===== src/rtl/controller.sv =====
// controller: main decode and control unit for the 5-stage 16-bit MIPS-style pipeline.
// ID-stage selects and flags are decoded combinationally; EX, MEM and WB control
// travel down the ID/EX, EX/MEM and MEM/WB pipeline registers.
module controller (
  input  logic       clk,
  input  logic       reset,
  input  logic [3:0] opcode,
  input  logic [2:0] functionCode,
  input  logic       Z,
  input  logic       stall,
  output logic       RegSrc1,
  output logic [1:0] RegSrc2,
  output logic       RegDest,
  output logic       sign_extend_imm,
  output logic [1:0] PCSrc,
  output logic       killF,
  output logic       PCsrcJType,
  output logic       RRSrc,
  output logic       NOOP,
  output logic       CntInst,
  output logic       ALUInst,
  output logic       BRANCH_OR_FOR,
  output logic       DMemWr,
  output logic [2:0] EXALUOp,
  output logic       EXALUSrc,
  output logic       EXMemDataIn,
  output logic       EXRegWr,
  output logic       EXMemRd,
  output logic       EXMemWr,
  output logic       MEMMemRd,
  output logic       MEMMemWr,
  output logic       MEMRegWr,
  output logic       MEMWBdata,
  output logic       WBRegWr
);

  localparam int unsigned OP_W   = 4;
  localparam int unsigned FUNC_W = 3;
  localparam int unsigned ALU_W  = 3;
  localparam int unsigned PC_W   = 2;

  localparam logic [OP_W-1:0] OP_RTYPE = 4'b0000;
  localparam logic [OP_W-1:0] OP_JTYPE = 4'b0001;
  localparam logic [OP_W-1:0] OP_ANDI  = 4'b0010;
  localparam logic [OP_W-1:0] OP_ADDI  = 4'b0011;
  localparam logic [OP_W-1:0] OP_LW    = 4'b0100;
  localparam logic [OP_W-1:0] OP_SW    = 4'b0101;
  localparam logic [OP_W-1:0] OP_BEQ   = 4'b0110;
  localparam logic [OP_W-1:0] OP_BNE   = 4'b0111;
  localparam logic [OP_W-1:0] OP_FOR   = 4'b1000;

  localparam logic [FUNC_W-1:0] FN_JMP  = 3'b000;
  localparam logic [FUNC_W-1:0] FN_CALL = 3'b001;
  localparam logic [FUNC_W-1:0] FN_RET  = 3'b010;
  localparam logic [FUNC_W-1:0] FN_SRL  = 3'b100;

  localparam logic [ALU_W-1:0] ALU_AND = 3'b000;
  localparam logic [ALU_W-1:0] ALU_ADD = 3'b001;
  localparam logic [ALU_W-1:0] ALU_SUB = 3'b010;

  localparam logic [PC_W-1:0] PC_NEXT   = 2'b00;
  localparam logic [PC_W-1:0] PC_JUMP   = 2'b01;
  localparam logic [PC_W-1:0] PC_BRANCH = 2'b10;
  localparam logic [PC_W-1:0] PC_RET    = 2'b11;

  logic [ALU_W-1:0] dec_alu_op;
  logic             dec_alu_src;
  logic             dec_reg_wr;
  logic             dec_mem_rd;
  logic             dec_mem_wr;
  logic [PC_W-1:0]  dec_pc_src;
  logic             dec_noop;
  logic             dec_alu_inst;
  logic             dec_branch;

  // Instruction decode: register selects, flags and raw EX-stage control
  always_comb begin
    RegSrc1         = 1'b0;
    RegSrc2         = 2'b00;
    RegDest         = 1'b0;
    sign_extend_imm = 1'b0;
    PCsrcJType      = 1'b0;
    RRSrc           = 1'b0;
    dec_alu_op      = ALU_AND;
    dec_alu_src     = 1'b0;
    dec_reg_wr      = 1'b0;
    dec_mem_rd      = 1'b0;
    dec_mem_wr      = 1'b0;
    dec_pc_src      = PC_NEXT;
    dec_noop        = 1'b0;
    dec_alu_inst    = 1'b0;
    dec_branch      = 1'b0;
    case (opcode)
      OP_RTYPE: begin
        if (functionCode <= FN_SRL) begin
          dec_alu_op   = ALU_W'(functionCode);
          dec_reg_wr   = 1'b1;
          dec_alu_inst = 1'b1;
        end else begin
          dec_noop = 1'b1;
        end
      end
      OP_JTYPE: begin
        PCsrcJType = 1'b1;
        case (functionCode)
          FN_JMP:  dec_pc_src = PC_JUMP;
          FN_CALL: begin
            dec_pc_src = PC_JUMP;
            RRSrc      = 1'b1;
            RegDest    = 1'b1;
            dec_reg_wr = 1'b1;
          end
          FN_RET: begin
            dec_pc_src = PC_RET;
            RegSrc1    = 1'b1;
          end
          default: dec_noop = 1'b1;
        endcase
      end
      OP_ANDI: begin
        dec_alu_op   = ALU_AND;
        dec_alu_src  = 1'b1;
        dec_reg_wr   = 1'b1;
        dec_alu_inst = 1'b1;
      end
      OP_ADDI: begin
        dec_alu_op      = ALU_ADD;
        dec_alu_src     = 1'b1;
        dec_reg_wr      = 1'b1;
        dec_alu_inst    = 1'b1;
        sign_extend_imm = 1'b1;
      end
      OP_LW: begin
        dec_alu_op      = ALU_ADD;
        dec_alu_src     = 1'b1;
        dec_reg_wr      = 1'b1;
        dec_mem_rd      = 1'b1;
        sign_extend_imm = 1'b1;
      end
      OP_SW: begin
        dec_alu_op      = ALU_ADD;
        dec_alu_src     = 1'b1;
        dec_mem_wr      = 1'b1;
        sign_extend_imm = 1'b1;
        RegSrc2         = 2'b01;
      end
      OP_BEQ, OP_BNE, OP_FOR: begin
        dec_alu_op      = ALU_SUB;
        dec_branch      = 1'b1;
        sign_extend_imm = 1'b1;
        RegSrc2         = 2'b01;
        dec_reg_wr      = (opcode == OP_FOR);
        // BEQ takes on equal operands; BNE and FOR take on unequal ones
        if ((opcode == OP_BEQ) ? Z : !Z) dec_pc_src = PC_BRANCH;
      end
      default: dec_noop = 1'b1;
    endcase
  end

  // Stall suppresses redirection and per-instruction ID flags
  assign NOOP          = dec_noop;
  assign PCSrc         = stall ? PC_NEXT : dec_pc_src;
  assign killF         = (PCSrc != PC_NEXT);
  assign CntInst       = !stall && !dec_noop;
  assign ALUInst       = !stall && dec_alu_inst;
  assign BRANCH_OR_FOR = !stall && dec_branch;
  assign DMemWr        = !stall && dec_mem_wr;

  // ID/EX register; a stall loads a bubble
  always_ff @(posedge clk or negedge reset) begin
    if (!reset) begin
      EXALUOp     <= '0;
      EXALUSrc    <= 1'b0;
      EXMemDataIn <= 1'b0;
      EXRegWr     <= 1'b0;
      EXMemRd     <= 1'b0;
      EXMemWr     <= 1'b0;
    end else if (stall) begin
      EXALUOp     <= '0;
      EXALUSrc    <= 1'b0;
      EXMemDataIn <= 1'b0;
      EXRegWr     <= 1'b0;
      EXMemRd     <= 1'b0;
      EXMemWr     <= 1'b0;
    end else begin
      EXALUOp     <= dec_alu_op;
      EXALUSrc    <= dec_alu_src;
      EXMemDataIn <= dec_mem_wr;
      EXRegWr     <= dec_reg_wr;
      EXMemRd     <= dec_mem_rd;
      EXMemWr     <= dec_mem_wr;
    end
  end

  // EX/MEM register; only loads select memory data for write-back
  always_ff @(posedge clk or negedge reset) begin
    if (!reset) begin
      MEMMemRd  <= 1'b0;
      MEMMemWr  <= 1'b0;
      MEMRegWr  <= 1'b0;
      MEMWBdata <= 1'b0;
    end else begin
      MEMMemRd  <= EXMemRd;
      MEMMemWr  <= EXMemWr;
      MEMRegWr  <= EXRegWr;
      MEMWBdata <= EXMemRd;
    end
  end

  // MEM/WB register
  always_ff @(posedge clk or negedge reset) begin
    if (!reset) WBRegWr <= 1'b0;
    else        WBRegWr <= MEMRegWr;
  end

endmodule


===== config.mk =====
export PLATFORM = sky130hd
export DESIGN_NAME = controller
export DESIGN_NICKNAME = d
export VERILOG_FILES = /design/src/rtl/controller.sv
export SDC_FILE = /design/constraint.sdc
export NUM_CORES = 1
export LEC_CHECK = 0
export ABC_AREA = 1
export CORE_MARGIN = 2
export CORE_UTILIZATION = 30
export CTS_CLUSTER_DIAMETER = 100
export DETAILED_ROUTE_END_ITERATION = 8
export PLACE_DENSITY = 0.66
export SKIP_CTS_REPAIR_TIMING = 1
export SLEW_MARGIN = 20
export SYNTH_ARGS = -nofsm -noshare
export SYNTH_HDL_FRONTEND = slang
export SYNTH_SLANG_ARGS = --single-unit
export TNS_END_PERCENT = 50

===== constraint.sdc =====
create_clock -name clk -period 1.2 [get_ports clk]
set_input_delay 0.18 -clock clk [delete_from_list [all_inputs] [get_ports clk]]
set_output_delay 0.18 -clock clk [all_outputs]
set_load 0.005 [all_outputs]

# --- After elaboration in Yosys (flattened, before gate mapping) ---
# Cells that the tools add are included.
totals:
  reg_bits: 11
  in_bits: 11
  wordCells: 69
op_classes:
  n_lt_le_gt_ge: 1
  eq_ne: 10
  mux: 29
  reduce_logical: 20
ops:
  columns: ["op", "n"]
  rows:
  - ["1-bit 2-to-1 mux", 19]
  - ["4-bit by 3-bit == test with 1-bit output (second input constant)", 4]
  - ["3-bit OR reduction", 4]
  - ["3-bit one-hot mux with 3 select lines", 1]
  - ["4-bit by 2-bit == test with 1-bit output (second input constant)", 2]
  - ["2-bit one-hot mux with 2 select lines", 2]
  - ["4-bit OR reduction", 2]
  - ["7-bit OR reduction", 1]
  - ["3-bit 2-to-1 mux", 2]
  - ["6-bit OR reduction", 1]
  - ["4-bit by 1-bit == test with 1-bit output (second input constant)", 1]
  - ["4-bit == test (second input constant)", 1]
  - ["1-bit logical AND", 4]
  - ["4-bit logical NOT", 1]
  - ["2-bit 2-to-1 mux", 2]
  - ["1-bit one-hot mux with 4 select lines", 1]
  - ["2-bit OR reduction", 2]
  - ["3-bit by 1-bit == test with 1-bit output (second input constant)", 1]
  - ["3-bit by 2-bit == test with 1-bit output (second input constant)", 1]
  - ["3-bit less-or-equal comparator (second input constant)", 1]
  - ["1-bit logical NOT", 3]
  - ["3-bit logical NOT", 1]
  - ["1-bit one-hot mux with 3 select lines", 1]
  - ["1-bit one-hot mux with 2 select lines", 1]
  - ["2-bit nonzero test", 1]

# --- Depth between registers and ports, before layout ---
# Gate-level depths: netlist of the first run.
logic_depth:
  ltp_word: 6
  ltp_mapped: 8
  ltp_nobuf: 8

# --- Worst setup path before layout of the first run ---
# Ideal clock, no wire load.
synth_timing:
  kind: "input to output"
  from: "in opcode[2]"
  to: "out PCSrc[1]"
  arrival_time_ps: 734
  required_ps: 1020
  path_slack_ps: 286
  path_stages: 5
  n_path_buf: 0
  path_cell_list: "inv_2 > nand2_2 > nor3_2 > nand2_1 > nand2_1"
synth_between:
  elab_chain_len: 5
  elab_cells_between_ends: 9
synth_rtl:
  columns: ["item", "line_no", "text"]
  rows:
  - ["start, declared", "7", "input logic [3:0] opcode,"]
  - ["4-bit by 3-bit == test with 1-bit output", "93, 154", null]
  - ["1-bit 2-to-1 mux", "154", "if ((opcode == OP_BEQ) ? Z : !Z) dec_pc_src = PC_BRANCH;"]
  - ["2-bit 2-to-1 mux", "154", null]
  - ["2-bit one-hot mux with 2 select lines *", "93", "case (opcode)"]
  - ["2-bit 2-to-1 mux *", "162", "assign PCSrc = stall ? PC_NEXT : dec_pc_src;"]
  - ["end, declared", "15", "output logic [1:0] PCSrc,"]
# Mark *: on every way between the ends. The rest lies on a longest branch, timed or not.

# --- Worst setup path in the final report of the first run ---
layout_timing:
  from: "in opcode[3]"
  to: "out RegSrc2[0]"
layout_between:
  elab_chain_len: 3
  elab_cells_between_ends: 6
layout_rtl:
  columns: ["item", "line_no", "text"]
  rows:
  - ["4-bit == test / 4-bit by 3-bit == test with 1-bit output (equally long branches)", "93", null]
  - ["4-bit OR reduction (no line) *", null, null]
  - ["1-bit 2-to-1 mux *", "93", null]
  - ["end, declared", "12", "output logic [1:0] RegSrc2,"]
# Marks and branches as above.

==> summary.md, run 1 <==
| Metric | Value |
|---|---|
| Syn Area/Cell | `7.563 µm²` |
| Failing checks | `setup timing` |
| Met2 usage | `25.21%` |
| DRT iter0 DRCs | `8` |
| Max Fclk | `687.5 MHz` |
| H-tree levels | `1` |
| CP Class | `input port to primary output` |
| Share of the synthesized area in the top cell type | `40.44%` |
| Clock buffer depth | `2` |
| Design area | `1410 µm²` |
| IO Count | `39` |
| Die area | `2666 µm²` |
| Final Skew | `0.0003912 ns` |
| Die height | `51.63 µm` |
| Area Growth Syn to Fin | `107.2%` |
| GRT overflow | `0` |
| Setup crit end kind | `primary output` |
| Outcome | `finished with violations` |
| Final HPWL DP | `1393 µm` |
| Sw power | `234.9 µW` |
| Net Count, Synth | `101` |
| Register area share after synthesis | `40.44%` |
| Synth Area in Compound Gates | `2.941%` |
| DRC viols | `0` |
| Startpoint Class | `input port` |
| Pin count of the biggest net entering global routing | `12` |
| DP Worst Slack | `-0.7965 ns` |
| Crit path max-delay family | `buffers and inverters` |
| Power Internal | `658.7 µW` |
| Final period util | `121.2%` |
| Worst flop-to-flop path startpoint | `EXMemWr` |
| Cells along the critical path | `buf_2, inv_4, nor2_2, nand2_4, nand2_4, inv_1, nand2_1, clkdlybuf4s50_1` |
| WL/cell | `10.22 µm` |
| VDD IR-drop max | `0.0003998 V` |
| Die outline width | `51.63 µm` |
| Yosys warns | `0` |
| Max_cap viols | `0` |
| ANT nets after route | `0` |
| 1st-pass router iterations | `4` |
| RSZ-0062 raised after global routing | `yes` |
| Reg power frac | `43.4%` |
| Pwr dens | `633.7 nW/µm²` |
| Area of the core | `2170 µm²` |
| Post-Route Setup TNS | `-0.4197 ns` |
| Clk_lat worst skew | `0.25 ns` |
| Yosys reg bits | `11` |
| DRT Wirelength | `1849 µm` |
| Placed cell areas | `1224 µm²` |
| Grt met1 use | `14.91%` |
| Synth cell types | `20` |
| Vias per inst | `4.276` |
| Fin. max-slew vios | `0` |
| Crit Path Max Fanout | `4` |
| Area leader, netlist | `dfrtp_1` |
| Worst min-delay path class | `input port to asynchronous set/reset pin` |
| Worst reg2reg endpoint | `MEMMemWr` |
| Via count | `774` |
| Slowest stage delay, CP | `0.49 ns` |
| Worst path required time | `1.02 ns` |
| Mux cell area share after synthesis | `0%` |
| Mapped Cells | `90` |
| Clock transition at path regs | `0.06 ns` |
| CP max stage cell | `clkdlybuf4s50_1` |
| CTS tree | `done` |
| Synth Area in Adders | `0%` |
| Most used routing layer | `met2` |
| Top cells by area, synth | `dfrtp_1 40%, nand2_1 9.9%, nand2_2 6.4%` |
| Synth Area in XOR/XNOR | `0%` |
| M3 GR Usage | `2.011%` |
| Largest family of logic cells by synthesized area | `simple AND/OR/NAND/NOR gates` |
| Clock Sinks | `11` |
| Reg2Reg Depth | `0` |
| WHS | `0.2313 ns` |
| Hold Vio Cnt, Final | `0` |
| CP bufs+invs | `4` |
| Final min period | `1.455 ns` |
| Clock Power Share | `25.3%` |
| Sw Ratio | `26.29%` |
| FF-to-FF setup slack | `0.70 ns` |
| Leakage | `1.151 nW` |
| Root buf cell | `clkbuf_4` |
| Finish-stage setup viols | `3` |
| Std cell rows | `17` |
| Synthesized area | `680.7 µm²` |
| Initial core utilization | `31.37%` |
| GPL Wtd Cong | `0.7670` |
| Fraction of power consumed by combinational cells | `31.3%` |
| Layout cells sized above 1 | `45.75%` |
| Final Util | `64.99%` |
| First-pass GRT wire length | `2746 µm` |
| Ant diodes | `0` |
| Cell repeated most along the worst path | `nand2_4` |
| CTS Buf Count | `3` |
| GRT Total Usage | `13.57%` |
| # fillers | `191` |
| CP arrival | `1.27 ns` |
| Port Buffers | `37` |
| Nets | `165` |
| Vias in the first global route | `690` |
| Setup ws final | `-0.2546 ns` |
| Post-Synth Simple-Gate Area | `43.57%` |
| Initial antenna violation count | `0` |
==> how the worst max path moves through the flow <==
| stage | end | cells after the start | start | slack [ns] |
|---|---|---|---|---|
| 6_report | RegSrc2[0] | 8 | opcode[3] | -0.25 |
| 5_1_grt | RegSrc2[0] | 8 | opcode[3] | -0.32 |
| 4_1_cts | PCSrc[1] | 10 | opcode[3] | -0.81 |
| 3_5_place_dp | PCSrc[1] | 10 | opcode[3] | -0.80 |
| 3_3_place_gp | PCSrc[1] | 10 | opcode[2] | -0.78 |
| 2_1_floorplan | PCSrc[1] | 5 | opcode[2] | 0.29 |
==> flip-flops by register name, summed over array words and instances, names as in the netlist <==
name       cells
EXALUOp        3
EXALUSrc       1
EXMemRd        1
EXMemWr        1
EXRegWr        1
MEMMemWr       1
MEMRegWr       1
MEMWBdata      1
WBRegWr        1
==> cells in the mapped netlist (all sizes together) <==
cell,instances
nand2,25
nor2,17
inv,12
dfrtp,11
nand3,11
buf,4
a21oi,2
nor3,2
o21ai,2
and2,1
clkbuf,1
clkinv,1
conb,1
==> cells by family (layout without fill, tap and decap cells) <==
| family | Yosys count | in the layout |
|---|---|---|
| AND/OR/NAND/NOR | 56 | 56 |
| AO/OA/AOI/OAI | 4 | 4 |
| other | 1 | 1 |
| flip-flops | 11 | 11 |
| buffers and inverters | 18 | 81 |
==> per-layer routing <==
metal,share of wire (%),vias to the layer above
li1,-,403
met1,37,336
met2,53,31
met3,7.1,4
met4,1.8,0
met5,0,-
==> placed cells by master, fill, tap and decap left out <==
cell type        instances
a21oi_1                  2
and2_1                   1
buf_2                    1
buf_4                   25
buf_6                    4
clkbuf_1                 1
clkbuf_2                 3
clkbuf_4                 4
clkdlybuf4s50_1          2
conb_1                   1
dfrtp_1                 11
dlymetal6s2s_1          28
inv_1                    6
inv_2                    4
inv_4                    3
nand2_1                 17
nand2_2                  3
nand2_4                  5
nand3_1                  6
nand3_2                  5
nor2_1                   7
nor2_2                   6
nor2_4                   4
nor3_1                   1
nor3_4                   1
o21ai_2                  2
==> power groups by stage <==
stage | logic (mW) | clock network, mW | registers (mW)
after CTS | 0.256 | 0.242 | 0.389
after global placement | 0.253 | 0 | 0.394
after floorplan | 0.0876 | 0 | 0.397
after detailed placement | 0.255 | 0 | 0.396
after global routing | 0.305 | 0.257 | 0.389
final | 0.280 | 0.226 | 0.388
==> through the flow <==
step                      power, mW  cells
final                        0.8936    181
after global routing         0.9514    181
after CTS                    0.8874    177
after detailed placement     0.6504    173
after global placement       0.6474    173
after floorplan              0.4842     90
==> cell type report <==
cell class	count	area, µm²	area share [%]
tap	28	35.03	2.484
clock buffer	4	26.28	1.863
timing repair buffer	64	630.6	44.72
sequential	11	275.3	19.52
multi-input combinational	61	386.6	27.42
inverter	13	56.30	3.993
No activity file was read; power rests on OpenSTA's default activity.
==> inputs of run 2 (changes only) <==
==> constraint.sdc (replaced) <==
create_clock -name clk -period 1.2 [get_ports clk]
set_input_delay 0.3 -clock clk [delete_from_list [all_inputs] [get_ports clk]]
set_output_delay 0.3 -clock clk [all_outputs]
set_load 0.005 [all_outputs]
==> summary.md, run 2 (same netlist as run 1, synthesis figures left out) <==
| Metric | Value |
|---|---|
| Fraction of power consumed by combinational cells | `35.8% (+4.5 points)` |
| Power Internal | `692.7 µW (+5.2%)` |
| VDD IR-drop max | `0.0004027 V (+0.72%)` |
| Hold Path Depth | `3` |
| Met2 usage | `25.64% (+0.43 points)` |
| Sw Ratio | `27.84% (+1.6 points)` |
| CP arrival | `1.12 ns (-0.15 ns)` |
| DRT Wirelength | `2302 µm (+24%)` |
| Design area | `1535 µm² (+8.9%)` |
| ANT nets after route | `0 (unchanged)` |
| Nets | `174 (+5.5%)` |
| Clock buffer depth | `2 (unchanged)` |
| Cells along the critical path | `buf_12, inv_8, nor2_4, buf_4, nand2_1, nand2_1, nand2_1, inv_2, nand2_2, nand3_2, clkbuf_2` |
| Port Buffers | `37 (unchanged)` |
| Ant diodes | `0 (unchanged)` |
| CP max stage cell | `buf_4` |
| Area Growth Syn to Fin | `125.6%` |
| Placed cell areas | `1231 µm² (+0.61%)` |
| Slowest stage delay, CP | `0.12 ns (-0.37 ns)` |
| Setup crit end kind | `primary output` |
| GRT Total Usage | `13.62% (+0.053 points)` |
| First-pass GRT wire length | `2725 µm (-0.76%)` |
| H-tree levels | `1 (unchanged)` |
| Final HPWL DP | `1432 µm (+2.8%)` |
| Post-Route Setup TNS | `-1.837 ns (-1.418 ns)` |
| Clock transition at path regs | `0.06 ns (about the same)` |
| M3 GR Usage | `2.299% (+0.29 points)` |
| DP Worst Slack | `-1.048 ns (-0.2515 ns)` |
| Most common cell after layout, fill and taps aside | `buf_4` |
| CTS tree | `done` |
| Layout cells sized above 1 | `63.58% (+18 points)` |
| Root buf cell | `clkbuf_4` |
| Pin count of the biggest net entering global routing | `12 (unchanged)` |
| GRT overflow | `0 (unchanged)` |
| Final min period | `1.424 ns (-0.03039 ns)` |
| Leakage | `1.023 nW (-11%)` |
| Pwr dens | `625.3 nW/µm² (-1.3%)` |
| Reg2Reg Depth | `0 (unchanged)` |
| Die area | `2666 µm² (unchanged)` |
| Outcome | `finished with violations` |
| Fin. max-slew vios | `0 (unchanged)` |
| Failing checks | `setup timing` |
| Max Fclk | `702.1 MHz (+2.1%)` |
| Min-delay src | `functionCode[1]` |
| Max reg flops | `3 (unchanged)` |
| Startpoint Class | `input port` |
| 1st-pass router iterations | `3 (-1)` |
| IO Count | `39 (unchanged)` |
| Clock Power Share | `23.8% (-1.5 points)` |
| Final period util | `118.7% (-2.5 points)` |
| Hold Vio Cnt, Final | `0 (unchanged)` |
| RSZ-0062 raised after global routing | `yes` |
| DRC viols | `0 (unchanged)` |
| DRT iter0 DRCs | `7 (-1)` |
| Crit Path Max Fanout | `4 (unchanged)` |
| Worst path required time | `0.90 ns (-0.12 ns)` |
| Initial antenna violation count | `0 (unchanged)` |
| Crit path max-delay family | `buffers and inverters` |
| Final Skew | `0.0002934 ns (-0.00009778 ns)` |
| Via count | `857 (+11%)` |
| GPL Wtd Cong | `0.7674 (about the same)` |
| Die outline width | `51.63 µm (unchanged)` |
| Total power | `959.9 µW (+7.4%)` |
| WHS | `0.3188 ns (+0.08748 ns)` |
| Most flops, register | `EXALUOp` |
| WL/cell | `12.12 µm (+19%)` |
| CP bufs+invs | `5 (+1)` |
| CP Class | `input port to primary output` |
| Worst flop-to-flop path startpoint | `EXMemWr` |
| Cell repeated most along the worst path | `nand2_1` |
| Sw power | `267.3 µW (+14%)` |
| Most frequent cells in the layout | `31 x buf_4, 14 x nand2_1, 14 x dlymetal6s2s_1, 11 x dfrtp_1, 11 x buf_6` |
| Area of the core | `2170 µm² (unchanged)` |
| Std cell rows | `17 (unchanged)` |
| Most used routing layer | `met2` |
| Vias per inst | `4.511 (+5.5%)` |
| Clk_lat worst skew | `0.25 ns (about the same)` |
| Setup ws final | `-0.2242 ns (+0.03039 ns)` |
| Finish-stage setup viols | `14 (+11)` |
| CTS Buf Count | `3 (unchanged)` |
| Max_cap viols | `0 (unchanged)` |
| Clock Sinks | `11 (unchanged)` |
| Vias in the first global route | `692 (+0.29%)` |
| Initial core utilization | `31.37% (unchanged)` |
| FF-to-FF setup slack | `0.70 ns (about the same)` |
| Reg power frac | `40.4% (-3.0 points)` |
| Grt met1 use | `14.52% (-0.39 points)` |
| Worst reg2reg endpoint | `MEMMemWr` |
| Die height | `51.63 µm (unchanged)` |
| Worst min-delay path class | `input port to register` |
| Hold path endpoint | `EXALUOp[1]` |
-- run 2: cell types whose count changed in the layout (fill, tap and decap cells not counted), moves of 3 or more --
cell | previous run | this run
nand2_2 | 3 | 8
buf_6 | 4 | 11
buf_12 | 0 | 3
buf_4 | 25 | 31
clkbuf_2 | 3 | 9
nand2_4 | 5 | 2
dlymetal6s2s_1 | 28 | 14
nand2_1 | 17 | 14
inv_1 | 6 | 2
-- run 2: routing by layer --
| layer | share of wire (%) | vias to the layer above |
|---|---|---|
| li1 | - | 421 |
| met1 | 37 | 393 |
| met2 | 55 | 37 |
| met3 | 6.3 | 6 |
| met4 | 1.8 | 0 |
| met5 | 0 | - |
-- run 2: area by class of cell --
type                    instances  area (µm²)
clock buffers                   4       26.28
fillers                       173       634.4
inverters                      13       88.84
multi-input cells              61       422.9
flip-flops and latches         11       275.3
well taps                      28       35.03
repair buffers                 73       686.9
-- run 2: through the flow --
stage	util [%]	cells
detailed placement	56.75	174
global placement	56.75	174
CTS	57.96	178
finish	70.76	190
floorplan	-	90
global route	70.76	190
-- run 2: worst max path at each step --
stage / from / to / cells past startpoint
floorplan: opcode[2] / PCSrc[1] / 5
global route: opcode[2] / PCSrc[1] / 11
CTS: opcode[3] / PCSrc[1] / 10
global placement: opcode[2] / PCSrc[1] / 10
finish: opcode[2] / killF / 11
detailed placement: opcode[3] / PCSrc[1] / 10
-- run 2: tightest hold or removal path, stage by stage --
cell and delay (ns):
buf_6 0.10, nand3_1 0.07, nand2_1 0.06
-- run 2: power by group through the flow --
stage / registers [mW] / logic [mW] / clock network (mW)
final: 0.388 / 0.344 / 0.228
after global routing: 0.389 / 0.368 / 0.263
after CTS: 0.389 / 0.259 / 0.244
after detailed placement: 0.396 / 0.258 / 0
after global placement: 0.394 / 0.255 / 0
after floorplan: 0.397 / 0.0876 / 0
==> inputs of run 3 (changes only) <==
--- a/config.mk
+++ b/config.mk
@@ -6,10 +6,12 @@
 export NUM_CORES = 1
 export LEC_CHECK = 0
 export ABC_AREA = 1
+export ABC_CLOCK_PERIOD_IN_PS = 1350
 export CORE_MARGIN = 2
 export CORE_UTILIZATION = 30
 export CTS_CLUSTER_DIAMETER = 100
 export DETAILED_ROUTE_END_ITERATION = 8
+export GPL_TIMING_DRIVEN = 0
 export PLACE_DENSITY = 0.66
 export SKIP_CTS_REPAIR_TIMING = 1
 export SLEW_MARGIN = 20
==> constraint.sdc (replaced) <==
create_clock -name clk -period 1.35 [get_ports clk]
set_input_delay 0.3375 -clock clk [delete_from_list [all_inputs] [get_ports clk]]
set_output_delay 0.3375 -clock clk [all_outputs]
set_load 0.005 [all_outputs]
==> summary.md, run 3 (same netlist as run 1, synthesis figures left out) <==
| Metric | Value |
|---|---|
| Leakage | `0.9487 nW (-7.2%)` |
| Hold Vio Cnt, Final | `0 (unchanged)` |
| VDD IR-drop max | `0.0002533 V (-37%)` |
| Max reg flops | `3 (unchanged)` |
| 1st-pass router iterations | `4 (+1)` |
| DRT Wirelength | `1847 µm (-20%)` |
| Final min period | `1.491 ns` |
| Clk_lat worst skew | `0.26 ns (about the same)` |
| Most common cell after layout, fill and taps aside | `dlymetal6s2s_1` |
| Crit path max-delay family | `buffers and inverters` |
| Most flops, register | `EXALUOp` |
| Vias in the first global route | `673 (-2.7%)` |
| Setup crit start | `opcode[2]` |
| WHS | `0.3533 ns (+0.03446 ns)` |
| Initial antenna violation count | `0 (unchanged)` |
| GPL Wtd Cong | `0.8207 (+6.9%)` |
| Design area | `1359 µm² (-11%)` |
| Cell repeated most along the worst path | `nand2_1` |
| GRT Total Usage | `12.80% (-0.83 points)` |
| Worst reg2reg endpoint | `MEMMemWr` |
| Setup crit end kind | `primary output` |
| FF-to-FF setup slack | `0.84 ns (+0.14 ns)` |
| Final Util | `62.63% (-8.1 points)` |
| CP Class | `input port to primary output` |
| Worst min-delay path class | `input port to register` |
| Hold path endpoint | `EXALUOp[2]` |
| Fin. max-slew vios | `0 (unchanged)` |
| Pwr dens | `591.3 nW/µm² (-5.4%)` |
| Min-delay src | `functionCode[1]` |
| IO Count | `39 (unchanged)` |
| Root buf cell | `clkbuf_4` |
| Max Fclk | `670.7 MHz` |
| Final HPWL DP | `1288 µm (-10%)` |
| Setup ws final | `-0.1410 ns (+0.08321 ns)` |
| Clock Sinks | `11 (unchanged)` |
| Die outline width | `51.63 µm (unchanged)` |
| RSZ-0062 raised after global routing | `yes` |
| H-tree levels | `1 (unchanged)` |
| Max_cap viols | `0 (unchanged)` |
| CP bufs+invs | `5 (unchanged)` |
| Ant diodes | `0 (unchanged)` |
| Reg2Reg Depth | `0 (unchanged)` |
| Crit Path Max Fanout | `5 (+1)` |
| Nets | `152 (-13%)` |
| Total power | `803.4 µW (-16%)` |
| Placed cell areas | `1076 µm² (-13%)` |
| CTS tree | `done` |
| GRT overflow | `0 (unchanged)` |
| Area of the core | `2170 µm² (unchanged)` |
| Outcome | `finished with violations` |
| CP arrival | `1.15 ns (+0.03 ns)` |
| DRC viols | `0 (unchanged)` |
| Vias per inst | `4.524 (+0.29%)` |
| First-pass GRT wire length | `2559 µm (-6.1%)` |
| WL/cell | `10.99 µm (-9.3%)` |
| Cells along the critical path | `buf_12, inv_8, nor2_4, buf_6, nand3_2, nand2_1, inv_1, nand2_2, nand2_1, buf_2` |
| DRT iter0 DRCs | `11 (+4)` |
| CTS Buf Count | `3 (unchanged)` |
| Port Buffers | `36 (-2.7%)` |
| Hold Path Depth | `4 (+1)` |
| Post-Route Setup TNS | `-0.6644 ns (+1.173 ns)` |
| Worst flop-to-flop path startpoint | `EXMemWr` |
| Layout cells sized above 1 | `57.86% (-5.7 points)` |
| Finish-stage setup viols | `9 (-5)` |
| Worst path required time | `1.01 ns (+0.11 ns)` |
| Via count | `760 (-11%)` |
| Std cell rows | `17 (unchanged)` |
| Area Growth Syn to Fin | `99.63%` |
| Clock buffer depth | `2 (unchanged)` |
| Final period util | `110.4%` |
| Failing checks | `setup timing` |
| Pin count of the biggest net entering global routing | `12 (unchanged)` |
| Slowest stage delay, CP | `0.16 ns (+0.04 ns)` |
| Die height | `51.63 µm (unchanged)` |
| ANT nets after route | `0 (unchanged)` |
| Final Skew | `0.001193 ns (+0.0008993 ns)` |
| CP max stage cell | `nor2_4` |
| Initial core utilization | `31.37% (unchanged)` |
| Clock transition at path regs | `0.06 ns (about the same)` |
| Startpoint Class | `input port` |
| Most frequent cells in the layout | `16 x dlymetal6s2s_1, 12 x nand2_1, 11 x dfrtp_1, 11 x buf_6` |
| Die area | `2666 µm² (unchanged)` |
==> run 3: how the worst max path moves through the flow <==
| stage | end | slack, ns | cells past startpoint |
|---|---|---|---|
| 4_1_cts | ALUInst | -1.01 | 6 |
| 6_report | PCSrc[1] | -0.14 | 10 |
| 5_1_grt | PCSrc[1] | -0.21 | 10 |
| 3_5_place_dp | killF | -1.00 | 10 |
| 2_1_floorplan | PCSrc[1] | 0.12 | 5 |
| 3_3_place_gp | ALUInst | -1.00 | 6 |
==> run 3: layout make-up <==
cell class / instances / area [µm²]
Multi-Input combinational cell: 61 / 405.4
Inverter: 13 / 87.58
Timing Repair Buffer: 46 / 490.5
Buffer: 5 / 38.79
Clock buffer: 4 / 26.28
Fill cell: 186 / 810.8
Sequential cell: 11 / 275.3
Tap cell: 28 / 35.03
==> run 3: through the flow <==
| step | cells | worst slack [ns] |
|---|---|---|
| 6_report | 168 | -0.1410 |
| 5_1_grt | 168 | -0.2076 |
| 4_1_cts | 158 | -1.010 |
| 3_5_place_dp | 154 | -1.002 |
| 3_3_place_gp | 154 | -1.001 |
| 2_1_floorplan | 90 | 0.1213 |
==> run 3: where the power goes <==
group | leakage (nW) | switching [mW] | internal [mW]
Clock | 0.0150 | 0.0946 | 0.114
Combinational | 0.784 | 0.125 | 0.126
Sequential | 0.150 | 0.00345 | 0.341
Total | 0.949 | 0.223 | 0.581
==> run 3: routing by layer <==
layer	track usage (%)	up-vias	part of all wire, %
li1	-	376	-
met1	13.69	336	37
met2	22.86	46	52
met3	2.586	2	9.7
met4	7.895	0	0.76
met5	0	-	0
==> run 3: tightest hold or removal path, stage by stage <==
cell and delay (ns):
buf_6 0.10, nor2_2 0.04, nand2_1 0.05, nor3_1 0.04
